$ cat src/rtl/md_sequencer_if.sv
// E-stage multiply/divide sequencer bus: decode-side requests in, HI/LO control and stall out.
interface md_sequencer_if;
  logic       e_valid;
  logic [2:0] e_op;
  logic       e_divisor_zero;
  logic       d_md_use;
  logic       md_start;
  logic       md_signed;
  logic       md_is_div;
  logic       hi_we;
  logic       lo_we;
  logic       hilo_sel;
  logic       busy;
  logic       stall_d;

  modport master (
    output e_valid, e_op, e_divisor_zero, d_md_use,
    input  md_start, md_signed, md_is_div, hi_we, lo_we, hilo_sel, busy, stall_d
  );

  modport slave (
    input  e_valid, e_op, e_divisor_zero, d_md_use,
    output md_start, md_signed, md_is_div, hi_we, lo_we, hilo_sel, busy, stall_d
  );
endinterface

$ cat src/rtl/md_sequencer.sv
// Multiply/divide sequencer: starts the HI/LO arithmetic unit, times its fixed latency,
// commits HI/LO at completion and stalls D-stage HI/LO users meanwhile.
module md_sequencer #(
  parameter int unsigned MULT_CYCLES = 5,
  parameter int unsigned DIV_CYCLES  = 10,
  parameter int unsigned CNT_W       = 4
) (
  input  logic           clk,
  input  logic           reset,
  md_sequencer_if.slave  bus
);

  localparam logic [2:0] OP_MULT  = 3'd1;
  localparam logic [2:0] OP_MULTU = 3'd2;
  localparam logic [2:0] OP_DIV   = 3'd3;
  localparam logic [2:0] OP_DIVU  = 3'd4;
  localparam logic [2:0] OP_MTHI  = 3'd5;
  localparam logic [2:0] OP_MTLO  = 3'd6;

  localparam logic [CNT_W-1:0] MULT_LOAD = CNT_W'(MULT_CYCLES);
  localparam logic [CNT_W-1:0] DIV_LOAD  = CNT_W'(DIV_CYCLES);
  localparam logic [CNT_W-1:0] CNT_ONE   = CNT_W'(1);

  typedef enum logic [1:0] {
    IDLE = 2'd0,
    RUN  = 2'd1,
    WB   = 2'd2
  } state_t;

  state_t           state, state_nxt;
  logic [CNT_W-1:0] cnt, cnt_nxt;
  logic             dz, dz_nxt;

  logic op_arith;
  logic op_signed;
  logic op_div;
  logic accept;

  // Opcode decode; reserved and none fall through as non-MD.
  always_comb begin
    op_arith  = (bus.e_op == OP_MULT) || (bus.e_op == OP_MULTU) ||
                (bus.e_op == OP_DIV)  || (bus.e_op == OP_DIVU);
    op_signed = (bus.e_op == OP_MULT) || (bus.e_op == OP_DIV);
    op_div    = (bus.e_op == OP_DIV)  || (bus.e_op == OP_DIVU);
    accept    = reset && (state == IDLE) && bus.e_valid && op_arith;
  end

  always_ff @(posedge clk or negedge reset) begin
    if (!reset) begin
      state <= IDLE;
      cnt   <= '0;
      dz    <= 1'b0;
    end else begin
      state <= state_nxt;
      cnt   <= cnt_nxt;
      dz    <= dz_nxt;
    end
  end

  // Next state and outputs; everything is forced low while reset is asserted.
  always_comb begin
    state_nxt     = state;
    cnt_nxt       = cnt;
    dz_nxt        = dz;
    bus.md_start  = 1'b0;
    bus.md_signed = 1'b0;
    bus.md_is_div = 1'b0;
    bus.hi_we     = 1'b0;
    bus.lo_we     = 1'b0;
    bus.hilo_sel  = 1'b0;
    bus.busy      = 1'b0;
    bus.stall_d   = 1'b0;

    unique case (state)
      IDLE: begin
        if (accept) begin
          bus.md_start  = 1'b1;
          bus.md_signed = op_signed;
          bus.md_is_div = op_div;
          cnt_nxt       = op_div ? DIV_LOAD : MULT_LOAD;
          dz_nxt        = bus.e_divisor_zero && op_div;
          state_nxt     = RUN;
        end else if (bus.e_valid && (bus.e_op == OP_MTHI)) begin
          bus.hi_we    = 1'b1;
          bus.hilo_sel = 1'b1;
        end else if (bus.e_valid && (bus.e_op == OP_MTLO)) begin
          bus.lo_we    = 1'b1;
          bus.hilo_sel = 1'b1;
        end
      end
      RUN: begin
        cnt_nxt = cnt - CNT_ONE;
        if (cnt <= CNT_ONE) begin
          state_nxt = WB;
        end
      end
      WB: begin
        // A zero divisor leaves HI/LO untouched.
        bus.hi_we = !dz;
        bus.lo_we = !dz;
        dz_nxt    = 1'b0;
        state_nxt = IDLE;
      end
      default: begin
        state_nxt = IDLE;
      end
    endcase

    bus.busy    = (state != IDLE);
    bus.stall_d = bus.d_md_use && (bus.busy || accept);

    if (!reset) begin
      bus.md_start  = 1'b0;
      bus.md_signed = 1'b0;
      bus.md_is_div = 1'b0;
      bus.hi_we     = 1'b0;
      bus.lo_we     = 1'b0;
      bus.hilo_sel  = 1'b0;
      bus.busy      = 1'b0;
      bus.stall_d   = 1'b0;
    end
  end

endmodule

$ cat src/flat_wrapper.sv
// flat-port wrapper written by rule: the top's interface ports become plain ports
module md_sequencer_flat 
#(
  parameter int unsigned MULT_CYCLES = 5,
  parameter int unsigned DIV_CYCLES  = 10,
  parameter int unsigned CNT_W       = 4
)
  (clk, reset, bus_e_valid, bus_e_op, bus_e_divisor_zero, bus_d_md_use, bus_md_start, bus_md_signed, bus_md_is_div, bus_hi_we, bus_lo_we, bus_hilo_sel, bus_busy, bus_stall_d);
  md_sequencer_if bus_i ();
  input  logic clk;
  input  logic reset;
  input wire logic [$bits(bus_i.e_valid)-1:0] bus_e_valid;
  input wire logic [$bits(bus_i.e_op)-1:0] bus_e_op;
  input wire logic [$bits(bus_i.e_divisor_zero)-1:0] bus_e_divisor_zero;
  input wire logic [$bits(bus_i.d_md_use)-1:0] bus_d_md_use;
  output wire logic [$bits(bus_i.md_start)-1:0] bus_md_start;
  output wire logic [$bits(bus_i.md_signed)-1:0] bus_md_signed;
  output wire logic [$bits(bus_i.md_is_div)-1:0] bus_md_is_div;
  output wire logic [$bits(bus_i.hi_we)-1:0] bus_hi_we;
  output wire logic [$bits(bus_i.lo_we)-1:0] bus_lo_we;
  output wire logic [$bits(bus_i.hilo_sel)-1:0] bus_hilo_sel;
  output wire logic [$bits(bus_i.busy)-1:0] bus_busy;
  output wire logic [$bits(bus_i.stall_d)-1:0] bus_stall_d;
  assign bus_i.e_valid = bus_e_valid;
  assign bus_i.e_op = bus_e_op;
  assign bus_i.e_divisor_zero = bus_e_divisor_zero;
  assign bus_i.d_md_use = bus_d_md_use;
  assign bus_md_start = bus_i.md_start;
  assign bus_md_signed = bus_i.md_signed;
  assign bus_md_is_div = bus_i.md_is_div;
  assign bus_hi_we = bus_i.hi_we;
  assign bus_lo_we = bus_i.lo_we;
  assign bus_hilo_sel = bus_i.hilo_sel;
  assign bus_busy = bus_i.busy;
  assign bus_stall_d = bus_i.stall_d;
  md_sequencer #(.MULT_CYCLES(MULT_CYCLES), .DIV_CYCLES(DIV_CYCLES), .CNT_W(CNT_W)) u_core (.clk(clk), .reset(reset), .bus(bus_i));
endmodule
$ cat config.mk
export PLATFORM = sky130hd
export DESIGN_NAME = md_sequencer_flat
export DESIGN_NICKNAME = d
export VERILOG_FILES = /design/src/rtl/md_sequencer_if.sv /design/src/rtl/md_sequencer.sv /design/src/flat_wrapper.sv
export SDC_FILE = /design/constraint.sdc
export NUM_CORES = 1
export LEC_CHECK = 0
export BUFFER_PORTS_ARGS = -buffer_cell sky130_fd_sc_hd__buf_2
export CAP_MARGIN = 0
export CORE_ASPECT_RATIO = 1.1
export CORE_MARGIN = 2
export CORE_UTILIZATION = 31
export CTS_CLUSTER_DIAMETER = 60
export DETAILED_ROUTE_END_ITERATION = 10
export GPL_TIMING_DRIVEN = 1
export PLACE_DENSITY = 0.57
export SYNTH_ARGS = -nofsm -noshare
export SYNTH_HDL_FRONTEND = slang
export SYNTH_SLANG_ARGS = --single-unit
$ cat constraint.sdc
create_clock -name clk -period 1.3 [get_ports clk]
set_input_delay 0.195 -clock clk [delete_from_list [all_inputs] [get_ports clk]]
set_output_delay 0.195 -clock clk [all_outputs]
set_load 0.005 [all_outputs]
==> results of run 1 <==
per-layer routing:
metal  wire (microns)  up-vias  part of all wire
met2              711       24              0.54
li1                 -      268                 -
met4                5        0            0.0038
met1              530      246              0.40
met3               74        2             0.056
met5                0        -                 0
sequential cells by signal, summed over array words and instances (netlist names):
signal	count
u_core.state	2
u_core.cnt	4
u_core.dz	1
per-stage QoR:
step                setup TNS (ps)  setup slack [ps]
global placement              -596              -101
floorplan                    -29.8             -29.8
global route                 -3920              -368
finish                       -3050              -305
detailed placement            -762              -117
CTS                          -2690              -309
cell type report:
type / instances / share of cell area
Inverter: 4 / 0.0186
Clock buffer: 4 / 0.0326
Multi-Input combinational cell: 41 / 0.400
Tap cell: 16 / 0.0248
Sequential cell: 7 / 0.217
Timing Repair Buffer: 34 / 0.307
worst max-delay path, delay by kind of cell, from the launching register on:
| kind | cells | cell delay [ps] |
|---|---|---|
| DFF | 1 | 410 |
| buffers and inverters | 1 | 100 |
| and+or+nand+nor | 2 | 660 |
synth_stat cells:
cell,count,area (sq um)
a211oi_1,2,15.0
a21o_1,1,7.51
a21oi_1,3,15.0
a311o_1,2,20.0
and3_1,1,6.26
and3b_1,1,8.76
and4_4,1,11.3
and4bb_2,1,12.5
buf_6,1,11.3
dfrtp_1,7,175
ha_1,2,25.0
inv_1,4,15.0
mux2i_1,1,10.0
nand2_1,3,11.3
nand2b_1,3,18.8
nand3_1,1,5.00
nor2_1,5,18.8
nor2b_1,2,12.5
nor3_1,2,10.0
nor4_1,1,6.26
o21ai_0,5,25.0
or2_1,1,6.26
or3_1,2,12.5
or4b_2,1,10.0
where the power goes:
part / internal (mW) / switching (mW) / total, mW
combinational: 0.431 / 0.362 / 0.793
sequential: 0.321 / 0.0861 / 0.407
clock: 0.117 / 0.0753 / 0.192
total: 0.869 / 0.523 / 1.39
cell families after synthesis:
kind of cell | after synthesis | synth area share
DFF | 7 | 0.373
muxes | 1 | 0.0213
buffers and inverters | 5 | 0.0560
adders and majority gates | 2 | 0.0533
and+or+nand+nor | 25 | 0.320
AOI/OAI and AO/OA | 13 | 0.176
final timing paths:
| check | slack (ps) | depth (start not counted) | endpoint | from |
|---|---|---|---|---|
| worst min-delay path | 70 | 3 | u_core.state[0] | reset |
| worst min register to register | 530 | 1 | u_core.state[1] | u_core.cnt[3] |
| max in group asynchronous | 1120 | 3 | u_core.state[1] | reset |
| worst max-delay path | -300 | 3 | bus_md_is_div | u_core.state[1] |
| min in group clk | 190 | 3 | u_core.dz | bus_e_divisor_zero |
| worst max register to register | -260 | 6 | u_core.cnt[2] | u_core.state[1] |
cells in the final DEF (no fill, tap or decap):
cell            netlist  routed
or3_1                 2       2
a211oi_2              0       2
and4bb_2              1       1
o21ai_0               5       2
nand2_2               0       1
a21o_1                1       1
and3b_1               1       1
mux2i_1               1       1
nand2b_1              3       3
nor4_1                1       1
nor2_1                5       4
nor2_4                0       1
dfrtp_1               7       7
inv_1                 4       3
or4b_4                0       1
dlymetal6s4s_1        0       1
a311o_1               2       2
nor2b_1               2       2
buf_4                 0      13
nand2_1               3       2
ha_1                  2       2
a21oi_1               3       1
and3_1                1       1
buf_6                 1       6
clkbuf_1              0       1
a21oi_2               0       2
inv_2                 0       1
clkbuf_4              0       3
and4_4                1       1
nor3_1                2       2
buf_2                 0      14
nand3_4               0       1
o21ai_2               0       3
or2_1                 1       1
timing repair:
action / CTS / global route
pin swaps: 7 / 1
resized for setup: 15 / 2
setup endpoints to repair: 13 / 14
endpoints found under the hold margin: 7 / 0
hold buffers: 1 / 0
buffers inserted: 4 / 2
==> flow_summary.yaml, run 1 <==
floorplanning:
  die_height_microns: 44.8
  start_util: 0.339
  rows: 14
  coreArea_sq_um: 1380
  die_w_microns: 41.1
  io_pins: 16
  die-area_sq_um: 1840
cts:
  path_clk_slew_ps: 50
  root_buffer: "clkbuf_4"
  cts.path.max_buffers: 2
  cts_num_sinks: 7
  cts_tree: "built"
  htree_levels: 1
  cts_buffers: 3
  clkLatencyLatePin_ps: 250
sta:
  worstMarginPinSlew_ps: 410
  fmax_mhz: 623
  finalHoldViolCount: 0
  slew_violations: 0
  hold_slack_ps: 69.9
  rsz0062_at_grt: "true"
  fin_crit_sh: 1.23
  max_slew_margin: 0.724
  setup_slack_ps: -305
  post-route-min-period_ps: 1600
  skew_ps: 3.65
  finalSetupViolCount: 14
finish:
  fill_cells: 127
  syn2layout_area_growth_pct: 72.0
  multi_input_comb_area_sq_um: 323
  regArea_sq_um: 175
  instances_no_fill: 106
  fin_util: 0.583
  drive_above_1_share: 0.556
  final_area_sq_um: 807
  fin_nets: 101
  n_antenna_cell: 0
detailed_routing:
  wl_microns: 1320
  drc: 0
  dr.pass1.iters: 4
  via_per_inst: 5.09
  final_antenna_net_count: 0
  num_vias: 540
  wl_per_cell_microns: 12.5
  drt_iter0_drc: 8
critical_path:
  worstPathArrival_ps: 1410
  cp-end-kind: "output port"
  startpoint_type: "register"
  worstPathRequired_ps: 1110
  cp_max_fo: 4
  path_cells: "and4bb_2 -> and4_4 -> buf_6"
  cpPeakStageDelay_ps: 410
  crit_slowest_cell: "dfrtp_1"
  critical_path_class: "register to output port"
yosys:
  syn_avg_cell_area_sq_um: 8.85
  netlist_area_sq_um: 469
  ys_warn_count: 0
  synth_fp_nets: 63
  synth_seq_cells: 7
  synth_cell_type_count: 24
  yosysSeqAreaShare: 0.373
  netlist_instances: 53
placement:
  dp_hpwl_microns: 920
  dp.cells: 95
  placed_area_sq_um: 667
  io_buffers: 15
  gp_congestion: 0.697
global_routing:
  grtUsageMet2: 0.297
  met1_usage: 0.219
  grt_remaining_overflow: 0
  first_global_vias: 517
  grt_pass1_wl_microns: 2190
  global_route.usage.met3: 0.0443
  antenna_found_initial: 0
  grt_max_degree: 6
  grt-busiest-layer: "met2"
  globalRouteTotalUtil: 0.181
pwr:
  power_leakage_nw: 0.416
  power-per-cell-area_nw_per_um2: 1730
  irDropWorstVdd_uv: 696
  power_mw: 1.39
flow_run:
  maxCapViolCount: 0
status:
  violations: "setup timing"
  status: "complete, but fails checks"
worst_hold_path:
  hold_path.class: "input pin to async pin"
Note: power is estimated with default switching activity, not from simulation.
==> inputs of run 2 (changes only) <==
Settings changed: GPL_TIMING_DRIVEN 1 to 0.
==> run 2 against run 1 <==
  * Critical endpoint is now u_core.cnt[3]
  * First-iteration DRC count fell by 13%
  * Hold slack improved by 110 ps
  * Via count fell by 11%
  * Final area fell by 14%
  * Largest cell class unchanged
  * Clock-buffer cell count did not move
  * The run still ends with setup timing left
  * Global-route usage fell by 3.5 points
  * Die area did not move
==> flow_summary.yaml, run 2 (synthesis results as in run 1) <==
detailed_routing:
  dr.pass1.iters: 4
  final_antenna_net_count: 0
  via_per_inst: 5.10
  num_vias: 479
  wl_microns: 1170
  wl_per_cell_microns: 12.4
  drt_iter0_drc: 7
  drc: 0
pwr:
  swShare: 0.389
  p_int_mw: 0.737
  power-per-cell-area_nw_per_um2: 1740
  irDropWorstVdd_uv: 612
  clock_power_share: 0.173
  power_leakage_nw: 0.343
  power_mw: 1.21
  p_seq_frac: 0.348
  p_switching_mw: 0.469
  combPwrFrac: 0.479
finish:
  instances_no_fill: 94
  fin_nets: 89
  fin_util: 0.500
  final_common_cell: "buf_2"
  drive_above_1_share: 0.474
  layout_common_cells: "14 x buf_2, 6 x dfrtp_1, 5 x buf_4"
  fill_cells: 144
  syn2layout_area_growth_pct: 47.5
  final_area_sq_um: 692
  regMostFlops: "u_core.cnt"
  largest_register_ff_count: 4
  n_antenna_cell: 0
  reg_top3: "u_core.cnt: 4 flops, u_core.state: 2 flops, u_core.dz: 1 flops"
global_routing:
  grt-busiest-layer: "met2"
  grtUsageMet2: 0.225
  grt_max_degree: 8
  met1_usage: 0.170
  first_global_vias: 417
  globalRouteTotalUtil: 0.147
  grt_remaining_overflow: 0
  grt_pass1_wl_microns: 1770
  antenna_found_initial: 0
  global_route.usage.met3: 0.0591
floorplanning:
  die_height_microns: 44.8
  die-area_sq_um: 1840
  die_w_microns: 41.1
  rows: 14
  coreArea_sq_um: 1380
  start_util: 0.339
  io_pins: 16
sta:
  max_slew_margin: 0.719
  rsz0062_at_grt: "true"
  finalHoldViolCount: 0
  finalSetupViolCount: 12
  setup_slack_ps: -292
  slew_violations: 0
  worstMarginPinSlew_ps: 417
  skew_ps: 3.61
  fin_crit_sh: 1.22
  post-route-min-period_ps: 1590
  fmax_mhz: 628
  hold_slack_ps: 175
cts:
  root_buffer: "clkbuf_4"
  cts_num_sinks: 7
  clkLatencyLatePin_ps: 260
  cts_buffers: 3
  htree_levels: 1
  path_clk_slew_ps: 50
  cts_tree: "built"
  cts.path.max_buffers: 2
placement:
  placed_area_sq_um: 588
  gp_congestion: 0.722
  io_buffers: 15
  dp.cells: 84
  dp_hpwl_microns: 774
critical_path:
  worstRegToRegCells: 5
  cp-end-kind: "register"
  worstPathRequired_ps: 1440
  timing.rr.start: "u_core.state[1]"
  cpPeakStageDelay_ps: 400
  cp_max_fo: 5
  startpoint_type: "register"
  worstPathBufferInverterCount: 2
  crit_slowest_cell: "dfrtp_1"
  cp_top_family: "simple AND/OR/NAND/NOR gates"
  r2r_slack_ps: -290
  worstPathArrival_ps: 1730
  path_cells: "and4bb_4 -> nand3_4 -> buf_4 -> buf_6 -> a311o_1"
  timing.rr.end: "u_core.cnt[3]"
  critical_path_class: "register to register"
status:
  violations: "setup timing"
  status: "complete, but fails checks"
flow_run:
  maxCapViolCount: 0
worst_hold_path:
  min_to: "u_core.dz"
  whs_path_depth: 3
  hold_path.class: "input pin to register"
  holdCritStartpoint: "bus_e_divisor_zero"
==> run 2: stage by stage <==
step	setup TNS [ps]	worst slack [ps]
after floorplan	-29.8	-29.8
after global placement	-756	-143
after detailed placement	-744	-143
after CTS	-2880	-349
after global routing	-3740	-392
final	-2690	-292
==> run 2: per-layer routing <==
| layer | routed length (microns) | up-vias |
|---|---|---|
| met5 | 0 | - |
| met2 | 509 | 17 |
| met1 | 571 | 211 |
| met3 | 62 | 6 |
| met4 | 23 | 0 |
| li1 | - | 245 |
==> run 2: power by group through the flow <==
stage | registers (mW) | clock network [mW] | logic [mW]
final | 0.420 | 0.208 | 0.577
after floorplan | 0.394 | 0 | 0.350
after CTS | 0.416 | 0.212 | 0.491
after global routing | 0.438 | 0.235 | 0.662
after detailed placement | 0.422 | 0 | 0.456
after global placement | 0.418 | 0 | 0.440
==> run 2: how the worst max path moves through the flow <==
stage / from / end / slack, ps / cells past startpoint
finish: u_core.state[1] / u_core.cnt[3] / -290 / 5
global route: u_core.state[1] / bus_stall_d / -390 / 4
CTS: u_core.state[0] / bus_stall_d / -350 / 4
detailed placement: bus_e_op[2] / u_core.cnt[1] / -140 / 5
global placement: bus_e_op[2] / u_core.cnt[3] / -140 / 5
floorplan: u_core.cnt[2] / u_core.cnt[3] / -30 / 3
==> run 2: final cells by class <==
| type | instances | area (sq um) | share of cell area |
|---|---|---|---|
| timing repair buffer | 22 | 140 | 0.203 |
| multi-input combinational | 41 | 314 | 0.454 |
| tap | 16 | 20.0 | 0.0289 |
| inverter | 4 | 15.0 | 0.0217 |
| sequential | 7 | 176 | 0.255 |
| clock buffer | 4 | 26.3 | 0.0380 |
==> run 2: worst register-to-register path, stage by stage (launching register included) <==
cell and delay, ps:
dfrtp_1 400, and4bb_4 390, nand3_4 110, buf_4 170, buf_6 120, a311o_1 290
==> run 2: repair_timing <==
| action | in CTS | in global routing |
|---|---|---|
| hold endpoints to repair | 7 | 0 |
| resized for setup | 4 | 6 |
| pin swaps | 9 | 4 |
| hold buffers | 1 | 0 |
| endpoints found under the setup margin | 9 | 13 |
| buffers inserted | 3 | 3 |
